### src/rtl/mul_share_arbiter_if.sv
// Request/response bundle between the two arithmetic clients, their consumer and
// the shared-multiplier arbiter.
interface mul_share_arbiter_if #(
    parameter int K = 16
);
    logic           req_valid_0;
    logic [K-1:0]   req_a_0;
    logic [K-1:0]   req_b_0;
    logic           req_ready_0;
    logic           req_valid_1;
    logic [K-1:0]   req_a_1;
    logic [K-1:0]   req_b_1;
    logic           req_ready_1;
    logic           rsp_valid;
    logic [2*K-1:0] rsp_data;
    logic           rsp_id;
    logic           rsp_ready;

    // Clients and the response consumer.
    modport master (
        output req_valid_0, req_a_0, req_b_0,
        output req_valid_1, req_a_1, req_b_1,
        output rsp_ready,
        input  req_ready_0, req_ready_1,
        input  rsp_valid, rsp_data, rsp_id
    );

    // The arbiter itself.
    modport slave (
        input  req_valid_0, req_a_0, req_b_0,
        input  req_valid_1, req_a_1, req_b_1,
        input  rsp_ready,
        output req_ready_0, req_ready_1,
        output rsp_valid, rsp_data, rsp_id
    );
endinterface

### src/rtl/mul_share_arbiter.sv
// Round-robin arbiter that lets two clients share one fixed-latency unsigned
// KxK multiplier, returning each product tagged with the issuing client id.
module mul_share_arbiter #(
    parameter int K   = 16,
    parameter int LAT = 2
) (
    input  logic                 clk,
    input  logic                 rst,
    mul_share_arbiter_if.slave   bus,
    output logic                 busy
);
    typedef enum logic [1:0] {IDLE, BUSY, RESP} stateT;

    stateT          state;
    stateT          stateNext;
    logic [3:0]     cnt;
    logic           lastGrant;
    logic           winner;
    logic           grant0;
    logic           grant1;
    logic           accept;
    logic [K-1:0]   opA;
    logic [K-1:0]   opB;
    logic           opId;
    logic           rspValid;
    logic [2*K-1:0] rspData;
    logic           rspId;

    // A tie goes to whoever did not win last time; lastGrant resets to 1 so client 0 wins first.
    always_comb begin
        winner = ~lastGrant;
        if (bus.req_valid_0 && !bus.req_valid_1) begin
            winner = 1'b0;
        end else if (bus.req_valid_1 && !bus.req_valid_0) begin
            winner = 1'b1;
        end
    end

    assign grant0 = (state == IDLE) && !rst && bus.req_valid_0 && !winner;
    assign grant1 = (state == IDLE) && !rst && bus.req_valid_1 && winner;
    assign accept = grant0 || grant1;

    always_comb begin
        stateNext = state;
        case (state)
            IDLE:    if (accept)        stateNext = BUSY;
            BUSY:    if (cnt == 4'd1)   stateNext = RESP;
            RESP:    if (bus.rsp_ready) stateNext = IDLE;
            default:                    stateNext = IDLE;
        endcase
    end

    always_ff @(posedge clk) begin
        if (rst) begin
            state <= IDLE;
        end else begin
            state <= stateNext;
        end
    end

    // The product is only produced on the last BUSY edge, so a reset mid-op silently drops it.
    always_ff @(posedge clk) begin
        if (rst) begin
            cnt       <= 4'd0;
            lastGrant <= 1'b1;
            opA       <= '0;
            opB       <= '0;
            opId      <= 1'b0;
            rspValid  <= 1'b0;
            rspData   <= '0;
            rspId     <= 1'b0;
        end else begin
            if (accept) begin
                opA       <= grant1 ? bus.req_a_1 : bus.req_a_0;
                opB       <= grant1 ? bus.req_b_1 : bus.req_b_0;
                opId      <= grant1;
                lastGrant <= grant1;
                cnt       <= 4'(LAT);
            end
            if (state == BUSY) begin
                cnt <= cnt - 4'd1;
                if (cnt == 4'd1) begin
                    rspData  <= (2*K)'(opA) * (2*K)'(opB);
                    rspId    <= opId;
                    rspValid <= 1'b1;
                end
            end
            if (state == RESP && bus.rsp_ready) begin
                rspValid <= 1'b0;
            end
        end
    end

    assign bus.req_ready_0 = grant0;
    assign bus.req_ready_1 = grant1;
    assign bus.rsp_valid   = rspValid;
    assign bus.rsp_data    = rspData;
    assign bus.rsp_id      = rspId;
    assign busy            = (state != IDLE);
endmodule

### src/flat_wrapper.sv
// flat-port wrapper written by rule: the top's interface ports become plain ports
module mul_share_arbiter_flat 
#(
    parameter int K   = 16,
    parameter int LAT = 2
)
  (clk, rst, busy, bus_req_valid_0, bus_req_a_0, bus_req_b_0, bus_req_valid_1, bus_req_a_1, bus_req_b_1, bus_rsp_ready, bus_req_ready_0, bus_req_ready_1, bus_rsp_valid, bus_rsp_data, bus_rsp_id);
  mul_share_arbiter_if #(.K(K)) bus_i ();
  input  logic clk;
  input  logic rst;
  output logic busy;
  input wire logic [$bits(bus_i.req_valid_0)-1:0] bus_req_valid_0;
  input wire logic [$bits(bus_i.req_a_0)-1:0] bus_req_a_0;
  input wire logic [$bits(bus_i.req_b_0)-1:0] bus_req_b_0;
  input wire logic [$bits(bus_i.req_valid_1)-1:0] bus_req_valid_1;
  input wire logic [$bits(bus_i.req_a_1)-1:0] bus_req_a_1;
  input wire logic [$bits(bus_i.req_b_1)-1:0] bus_req_b_1;
  input wire logic [$bits(bus_i.rsp_ready)-1:0] bus_rsp_ready;
  output wire logic [$bits(bus_i.req_ready_0)-1:0] bus_req_ready_0;
  output wire logic [$bits(bus_i.req_ready_1)-1:0] bus_req_ready_1;
  output wire logic [$bits(bus_i.rsp_valid)-1:0] bus_rsp_valid;
  output wire logic [$bits(bus_i.rsp_data)-1:0] bus_rsp_data;
  output wire logic [$bits(bus_i.rsp_id)-1:0] bus_rsp_id;
  assign bus_i.req_valid_0 = bus_req_valid_0;
  assign bus_i.req_a_0 = bus_req_a_0;
  assign bus_i.req_b_0 = bus_req_b_0;
  assign bus_i.req_valid_1 = bus_req_valid_1;
  assign bus_i.req_a_1 = bus_req_a_1;
  assign bus_i.req_b_1 = bus_req_b_1;
  assign bus_i.rsp_ready = bus_rsp_ready;
  assign bus_req_ready_0 = bus_i.req_ready_0;
  assign bus_req_ready_1 = bus_i.req_ready_1;
  assign bus_rsp_valid = bus_i.rsp_valid;
  assign bus_rsp_data = bus_i.rsp_data;
  assign bus_rsp_id = bus_i.rsp_id;
  mul_share_arbiter #(.K(K), .LAT(LAT)) u_core (.clk(clk), .rst(rst), .bus(bus_i), .busy(busy));
endmodule
### config.mk
export PLATFORM = sky130hd
export DESIGN_NAME = mul_share_arbiter_flat
export DESIGN_NICKNAME = d
export VERILOG_FILES = /design/src/rtl/mul_share_arbiter_if.sv /design/src/rtl/mul_share_arbiter.sv /design/src/flat_wrapper.sv
export SDC_FILE = /design/constraint.sdc
export NUM_CORES = 1
export LEC_CHECK = 0
export BUFFER_PORTS_ARGS = -buffer_cell sky130_fd_sc_hd__buf_2
export CAP_MARGIN = 0
export CORE_ASPECT_RATIO = 1.5
export CORE_MARGIN = 2
export CORE_UTILIZATION = 25
export CTS_BUF_LIST = sky130_fd_sc_hd__clkbuf_8
export DETAILED_ROUTE_END_ITERATION = 10
export PLACE_DENSITY_LB_ADDON = 0.12
export SYNTH_ARGS = -nofsm -noshare
export SYNTH_HDL_FRONTEND = slang
export SYNTH_SLANG_ARGS = --single-unit
### constraint.sdc
create_clock -name clk -period 12.8 [get_ports clk]
set_input_delay 0.64 -clock clk [delete_from_list [all_inputs] [get_ports clk]]
set_output_delay 0.64 -clock clk [all_outputs]
set_load 0.05 [all_outputs]
==> results of run 1 <==
state kept, by name (all words and copies together) (netlist names):
name                  flops
u_core.bus.rsp_id         1
u_core.cnt                4
u_core.opId               1
u_core.bus.rsp_valid      1
u_core.state              2
u_core.opB               16
u_core.lastGrant          1
u_core.opA               16
u_core.bus.rsp_data      32
metal layers:
metal,part of all wire [%],vias to the layer above,track usage [%]
met5,0.031,-,0
met4,1.7,2,4.483
met3,2.6,34,1.769
met2,51,144,28.48
met1,45,4481,20.82
li1,-,4335,-
metrics by stage:
stage / power [mW] / hold WS (ns) / cells / instance area [um2]
2_1_floorplan: 0.4872 / 0.4310 / 1354 / 11430
3_3_place_gp: 0.6132 / 0.4390 / 1990 / 12520
3_5_place_dp: 0.6090 / 0.4425 / 1990 / 12520
4_1_cts: 0.8479 / 0.4062 / 2006 / 12730
5_1_grt: 0.8884 / 0.4469 / 2007 / 12740
6_report: 0.8243 / 0.4552 / 2007 / 12740
worst reg2reg max path, stage by stage (launching register included):
cell	delay [ns]
dfxtp_1	0.93
nand2_1	0.20
fa_1	0.57
inv_1	0.05
fa_1	0.49
fa_1	0.57
fa_1	0.47
fa_1	0.50
inv_1	0.05
fa_1	0.47
inv_1	0.05
ha_1	0.36
a21oi_1	0.31
o21ai_0	0.43
a211oi_1	0.40
a21oi_1	0.20
a311oi_1	0.49
o21ai_1	0.20
xor2_1	0.18
a22o_1	0.21
synth_stat cells (7+ instances only):
cell	count	share of area, %
and2_1	128	7.0
nand3_1	7	0.31
fa_1	194	34
nand2_1	250	8.2
a211oi_1	9	0.59
ha_1	106	12
inv_1	234	7.7
nor3_1	8	0.35
a311oi_1	33	2.5
dfxtp_1	74	13
o21ai_0	19	0.83
nor2_1	68	2.2
a21o_1	14	0.92
xnor2_1	17	1.3
a21oi_1	53	2.3
clkbuf_1	64	2.1
area by class of cell:
| cell class | instances | area [um2] |
|---|---|---|
| Fill cell | 5039 | 32670 |
| Timing Repair Buffer | 115 | 600.6 |
| Clock inverter | 6 | 71.32 |
| Antenna cell | 1 | 2.502 |
| Sequential cell | 74 | 1481 |
| Clock buffer | 10 | 137.6 |
| Inverter | 234 | 878.3 |
| Multi-Input combinational cell | 979 | 8828 |
| Tap cell | 588 | 735.7 |
cells by family after synthesis:
logic type / share of synthesized area [%]
buffers and inverters: 9.892
AND/OR/NAND/NOR: 19.75
AO/OA/AOI/OAI: 10.07
XOR/XNOR: 1.685
multiplexers: 0.08754
adder cells (fa/ha/maj): 45.56
flip-flops: 12.96
power by group:
group | total, mW | switching (mW) | internal (mW)
registers | 0.298 | 0.0556 | 0.243
clock network | 0.222 | 0.124 | 0.0981
logic | 0.304 | 0.184 | 0.119
final timing paths:
path / from / end / slack [ns] / cells after the start
max: u_core.opA[8] / u_core.bus.rsp_data[28] / 5.54 / 19
min: u_core.bus.rsp_data[23] / u_core.bus.rsp_data[23] / 0.46 / 2
max reg2reg: u_core.opA[8] / u_core.bus.rsp_data[28] / 5.54 / 19
min reg2reg: u_core.bus.rsp_data[23] / u_core.bus.rsp_data[23] / 0.46 / 2
==> reports/qor.txt, run 1 <==
crit-path max cell delay - 0.93 ns
initial DRC count - 385
Worst path slowest cell - dfxtp_1
TritonCTS clock tree - built
vias in the first global route - 10080
crit-path cells - nand2_1 > fa_1 > inv_1 > fa_1 > fa_1 > fa_1 > fa_1 > inv_1 > fa_1 > inv_1 > ha_1 > a21oi_1 > o21ai_0 > a211oi_1 > a21oi_1 > a311oi_1 > o21ai_1 > xor2_1 > a22o_1
WP data arrival - 7.56 ns
Util after Layout - 28.05%
pwr/cell area - 64.72 nW/um2
P&R area growth vs syn - 11.38%
synthesized netlist cell count - 1354
initial core utilization - 25.18%
Post-synth top flop - dfxtp_1
Detailed Route WL - 35970 um
period utilisation layout - 56.69%
most frequent cells in the layout - nand2_1, inv_1, fa_1, and2_1, ha_1
Seq cells post-synth - 74
Crit path required time - 13.10 ns
nets@finish - 1782
Clock H-tree levels - 3
worst-margin pin slew - 1.004 ns
post-synth design cell area - 11430 um2
clock latency at the later pin of the worst-skew pair - 0.42 ns
Pins Over Slew Limit - 0
Fin Setup TNS - 0 ns
HP Class - register to register
hold_buf cts - 0
worst vdd ir - 0.05124 mV
drt wl/cell - 17.92 um
largest net degree at the start of global routing - 76
min cycle time layout - 7.257 ns
clock skew - 0.02516 ns
final setup vio count - 0
Clock Tree Buf Depth - 2
clk slew on worst S/H paths - 0.09 ns
Critical Path Most Common Cell - fa_1
Root Driver - clkbuf_8
Post-synth EDFFs - 0
gpl congestion - 0.7777
share of layout cells above drive strength 1 - 9.944%
final worst slack - 5.543 ns
vias - 8996
Async SR Flop Fraction - 0%
post-synthesis cell type count - 53
status - finished, final reports clean
first-pass GRT wire length - 58280 um
synth warn - 0
drt pass-1 iters - 4
Avg Cell Area, Syn - 8.445 um2
gr ovfl total - 0
Core ar. - 45400 um2
pre-CTS WS - 5.465 ns
RSZ-0062 raised after global routing - false
LEAKAGE - 6.235 nW
Slew headroom - 32.37%
crit-path max FO - 17
Setup Crit Path Kind - register to register
die height - 265.9 um
die area - 47500 um2
Site Rows - 96
I/O Buffers - 105
post-synthesis sequential area ratio - 12.96%
hpwl dp - 28580 um
antenna-violating nets left - 0
clk sink count - 74
Worst Path Buf+Inv - 3
Max Cap Violations - 0
All-Layer GR Usage - 16.19%
cell family with most CP delay - adder cells
post-cts sizing count - 0
CTS Buf Count - 9
Syn Nets - 1723
initial antenna violation count - 3
post-CTS setup buffer count - 0
Worst setup EP type - register
Die Wd - 178.6 um
Fmax - 0.1378 GHz
Vias/cell - 4.482
I/O pin count - 106
Fin. Hold Viols - 0
# DRC - 0
CP Launch Type - register
most common cell after layout, fill and taps aside - nand2_1
Power figures use the tool's default switching activity.
==> run 2: changes to the inputs <==
Settings changed: ABC_AREA set to 1.
Clock period 12.8 ns to 7.5 ns, I/O delays scaled along.
==> reports/qor.txt, run 2 <==
Seq cells post-synth - 74
synth warn - 0
Switching Fraction - 48.28%
vias - 10530
initial antenna violation count - 0
period utilisation layout - 84.05%
first-pass GRT wire length - 63350 um
max FFs per register - 32
Fin. Hold Viols - 0
nets@finish - 2196
WP data arrival - 6.65 ns
All-Layer GR Usage - 16.33%
Detailed Route WL - 40090 um
Clock Tree Buf Depth - 2
hold_buf cts - 0
clk slew on worst S/H paths - 0.08 ns
clock skew - 0.01979 ns
I/O pin count - 106
post-CTS setup buffer count - 0
# DRC - 0
post-synthesis sequential area ratio - 11.96%
setup slack, reg-to-reg - 1.20 ns
I/O Buffers - 105
post-synth design cell area - 12390 um2
worst-margin pin slew - 1.048 ns
Worst setup EP type - register
Setup Crit Path Kind - register to register
clock latency at the later pin of the worst-skew pair - 0.40 ns
CP Launch Type - register
Root Driver - clkbuf_8
die height - 276.6 um
HP Class - input pin to register
Post-synth EDFFs - 0
crit-path max FO - 17
Vias/cell - 4.229
P&R area growth vs syn - 11.26%
LEAKAGE - 8.258 nW
worst vdd ir - 0.08883 mV
Max Cap Violations - 0
Pins Over Slew Limit - 0
initial DRC count - 525
Post-synth top flop - dfxtp_1
gr ovfl total - 0
Slew headroom - 30.03%
combinational cell fraction of total power - 50.5%
most frequent cells in the layout - nand2_1, inv_1, fa_1, ha_1, buf_2
die area - 51390 um2
hpwl dp - 32970 um
overall power - 1.850 mW
clk sink count - 74
Syn Nets - 2147
drt pass-1 iters - 5
pwr/cell area - 134.2 nW/um2
Die Wd - 185.8 um
Clock H-tree levels - 3
TritonCTS clock tree - built
final setup vio count - 0
largest net degree at the start of global routing - 67
Flop pwr share - 28.3%
CTS Buf Count - 9
Avg Cell Area, Syn - 6.967 um2
Site Rows - 99
Fin Setup TNS - 0 ns
RSZ-0062 raised after global routing - false
internal power - 0.9566 mW
status - finished, final reports clean
final worst slack - 1.196 ns
drt wl/cell - 16.11 um
most common library cells after synthesis - nand2_1, inv_1, fa_1
most common cell after layout, fill and taps aside - nand2_1
Synth area leader - fa_1
post-synthesis cell type count - 30
Async SR Flop Fraction - 0%
Synth top area share - 31.35%
synthesized netlist cell count - 1778
gpl congestion - 0.8860
final hold slack - 0.1865 ns
Switch Pwr - 0.8929 mW
vias in the first global route - 11180
Crit path required time - 7.84 ns
count leader, synth - nand2_1
min cycle time layout - 6.304 ns
Fmax - 0.1586 GHz
pre-CTS WS - 1.102 ns
clock power share - 21.2%
antenna-violating nets left - 0
initial core utilization - 25.38%
Core ar. - 48800 um2
top post-synthesis cells by area - fa_1, nand2_1, inv_1
share of layout cells above drive strength 1 - 8.242%
post-cts sizing count - 0
==> run 2: logic make-up after synthesis <==
family	Yosys count	share of synthesized area, %
fa+ha+maj	300	42.06
flops	74	11.96
buf+inv	568	17.46
simple gates	699	22.09
xor+xnor	14	0.9898
compound gates	123	5.444
==> run 2: cell type report <==
cell class | instances | area (um2)
multi-input combinational | 1136 | 8748
clock inverter | 6 | 97.59
fill | 5585 | 35020
antenna | 1 | 2.502
tap | 656 | 820.8
timing repair buffer | 128 | 698.2
inverter | 478 | 1797
sequential | 74 | 1481
clock buffer | 10 | 137.6
==> run 2: per-layer routing <==
metal | vias up | routed length [um] | track usage (%)
li1 | 5212 | - | -
met1 | 5068 | 16750 | 19.53
met2 | 185 | 20800 | 29.71
met3 | 61 | 1224 | 1.723
met4 | 0 | 1313 | 5.956
met5 | - | 0 | 0
==> run 2: worst paths after layout <==
check,depth (start not counted),startpoint,endpoint
max,20,u_core.opA[7],u_core.bus.rsp_data[15]
max reg2reg,20,u_core.opA[7],u_core.bus.rsp_data[15]
min reg2reg,2,u_core.opId,u_core.bus.rsp_id
min,2,bus_rsp_ready,u_core.bus.rsp_valid
==> run 2: stage by stage <==
step	instances	utilization [%]	instance area (um2)
after floorplan	1778	-	12390
after global placement	2472	27.75	13550
after detailed placement	2472	27.75	13550
after CTS	2488	28.24	13780
after global routing	2488	28.24	13780
final	2489	28.24	13780
==> run 2: power by group through the flow <==
stage / registers [mW] / logic, mW / clock network (mW)
floorplan: 0.462 / 0.668 / 0
global placement: 0.535 / 0.951 / 0
detailed placement: 0.535 / 0.942 / 0
CTS: 0.526 / 0.958 / 0.403
global route: 0.529 / 1.07 / 0.418
finish: 0.523 / 0.934 / 0.392
==> run 2: critical path, cell delays in order (launching register included) <==
cell	delay [ns]
dfxtp_1	1.01
nand2_1	0.19
fa_1	0.57
inv_1	0.06
fa_1	0.50
inv_1	0.05
fa_1	0.54
inv_1	0.05
fa_1	0.50
fa_1	0.51
inv_1	0.05
fa_1	0.48
inv_1	0.04
ha_1	0.37
nand2_1	0.15
nor2_1	0.33
nand3_1	0.13
nand3_1	0.24
xor2_1	0.31
o21ai_1	0.10
inv_1	0.06
==> run 3: changes to the inputs <==
Clock period 7.5 ns to 6.4 ns, I/O delays scaled along.
==> reports/qor.txt, run 3 (same netlist as run 2, synthesis figures left out) <==
status - finished, final reports clean
Filler Cell Count - 5542
Fin Setup TNS - 0 ns
initial DRC count - 401
Crit path required time - 6.69 ns
die area - 51390 um2
CTS Buf Count - 9
Stages on worst setup path - 20
nets@finish - 2221
Critical Path Most Common Cell - fa_1
die height - 276.6 um
final setup vio count - 0
most frequent cells in the layout - nand2_1, inv_1, fa_1, ha_1, buf_2
Site Rows - 99
hpwl dp - 33120 um
Worst Path Buf+Inv - 3
P&R area growth vs syn - 12.49%
TritonCTS clock tree - built
overall power - 2.123 mW
Vias/cell - 4.173
Clock H-tree levels - 3
drt wl/cell - 15.49 um
LEAKAGE - 8.373 nW
# diodes - 0
I/O Buffers - 105
Worst path slowest cell - dfxtp_1
clock latency at the later pin of the worst-skew pair - 0.42 ns
worst-margin pin slew - 0.8371 ns
initial antenna violation count - 0
HP Class - input pin to register
vias - 10490
drt pass-1 iters - 5
post-CTS setup buffer count - 0
crit-path cells - nand2_1 > fa_1 > fa_1 > fa_1 > inv_1 > fa_1 > fa_1 > inv_1 > fa_1 > inv_1 > ha_1 > nand2_1 > nor2_1 > nand3_1 > nand3_1 > nand2_1 > nand3_1 > nand2_1 > nor2_1 > nor2_1
hold_buf cts - 0
gpl congestion - 0.8241
pwr/cell area - 152.3 nW/um2
RSZ-0062 raised after global routing - false
most common cell after layout, fill and taps aside - nand2_1
# DRC - 0
antenna-violating nets left - 0
cell family with most CP delay - adder cells
initial core utilization - 25.38%
largest net degree at the start of global routing - 67
final hold slack - 0.1335 ns
CP Launch Type - register
Max Cap Violations - 0
Hold Path Cell Cnt - 2
clk sink count - 74
Worst setup EP type - register
gr ovfl total - 0
Die Wd - 185.8 um
Fmax - 0.1647 GHz
clk slew on worst S/H paths - 0.10 ns
clock skew - 0.02850 ns
vias in the first global route - 11600
min cycle time layout - 6.071 ns
Clock Tree Buf Depth - 2
share of layout cells above drive strength 1 - 9.424%
Detailed Route WL - 38940 um
post-cts sizing count - 0
Root Driver - clkbuf_8
first-pass GRT wire length - 64060 um
I/O pin count - 106
crit-path max FO - 17
Setup Crit Path Kind - register to register
reg2reg path depth - 20
All-Layer GR Usage - 16.27%
worst vdd ir - 0.09821 mV
WP data arrival - 6.36 ns
crit-path max cell delay - 0.88 ns
Slew headroom - 44.12%
Fin. Hold Viols - 0
period utilisation layout - 94.85%
Pins Over Slew Limit - 0
Core ar. - 48800 um2
max FFs per register - 32
==> run 3: cell count changes in the layout (fill, tap and decap cells not counted) <==
cell / before / now
buf_4: 23 / 48
clkbuf_8: 10 / 9
diode_2: 1 / 0
bufinv_16: 2 / 1
clkinvlp_4: 0 / 1
inv_1: 476 / 477
==> run 3: area by class of cell <==
type                    instances  area (um2)  share of cell area, %
multi-input cells            1136        8748                  62.78
inverters                     478        1797                  12.89
flip-flops and latches         74        1481                  10.63
repair buffers                153       885.9                  6.357
well taps                     656       820.8                  5.890
clock buffers                   9       123.9                 0.8888
clock inverters                 7       78.83                 0.5656
==> run 3: through the flow <==
stage                     setup slack (ns)  util, %  cell area, um2  cells
after floorplan                      1.125        -           12390   1778
after CTS                           0.2388    28.55           13940   2513
final                               0.3295    28.55           13940   2513
after detailed placement            0.2914    28.14           13730   2497
after global placement              0.3197    28.14           13730   2497
after global routing              0.002672    28.55           13940   2513
==> run 3: path summary, 6_finish.rpt <==
| check | startpoint | end | slack [ns] |
|---|---|---|---|
| max | u_core.opA[12] | u_core.bus.rsp_data[31] | 0.33 |
| min | bus_rsp_ready | u_core.bus.rsp_valid | 0.13 |
| max reg2reg | u_core.opA[12] | u_core.bus.rsp_data[31] | 0.33 |
| min reg2reg | u_core.opId | u_core.bus.rsp_id | 0.47 |
==> run 3: layer usage <==
layer	GRT usage [%]	part of all wire, %	vias to the layer above
met2	29.60	52	145
met4	3.695	1.7	0
met5	0	0	-
met3	1.920	2.5	29
li1	-	-	5257
met1	20.26	44	5057
==> run 3: power by group <==
part	internal (mW)	switching [mW]	total, mW	leakage, nW
sequential	0.495	0.0947	0.589	0.605
combinational	0.409	0.709	1.12	7.66
clock	0.184	0.232	0.416	0.103
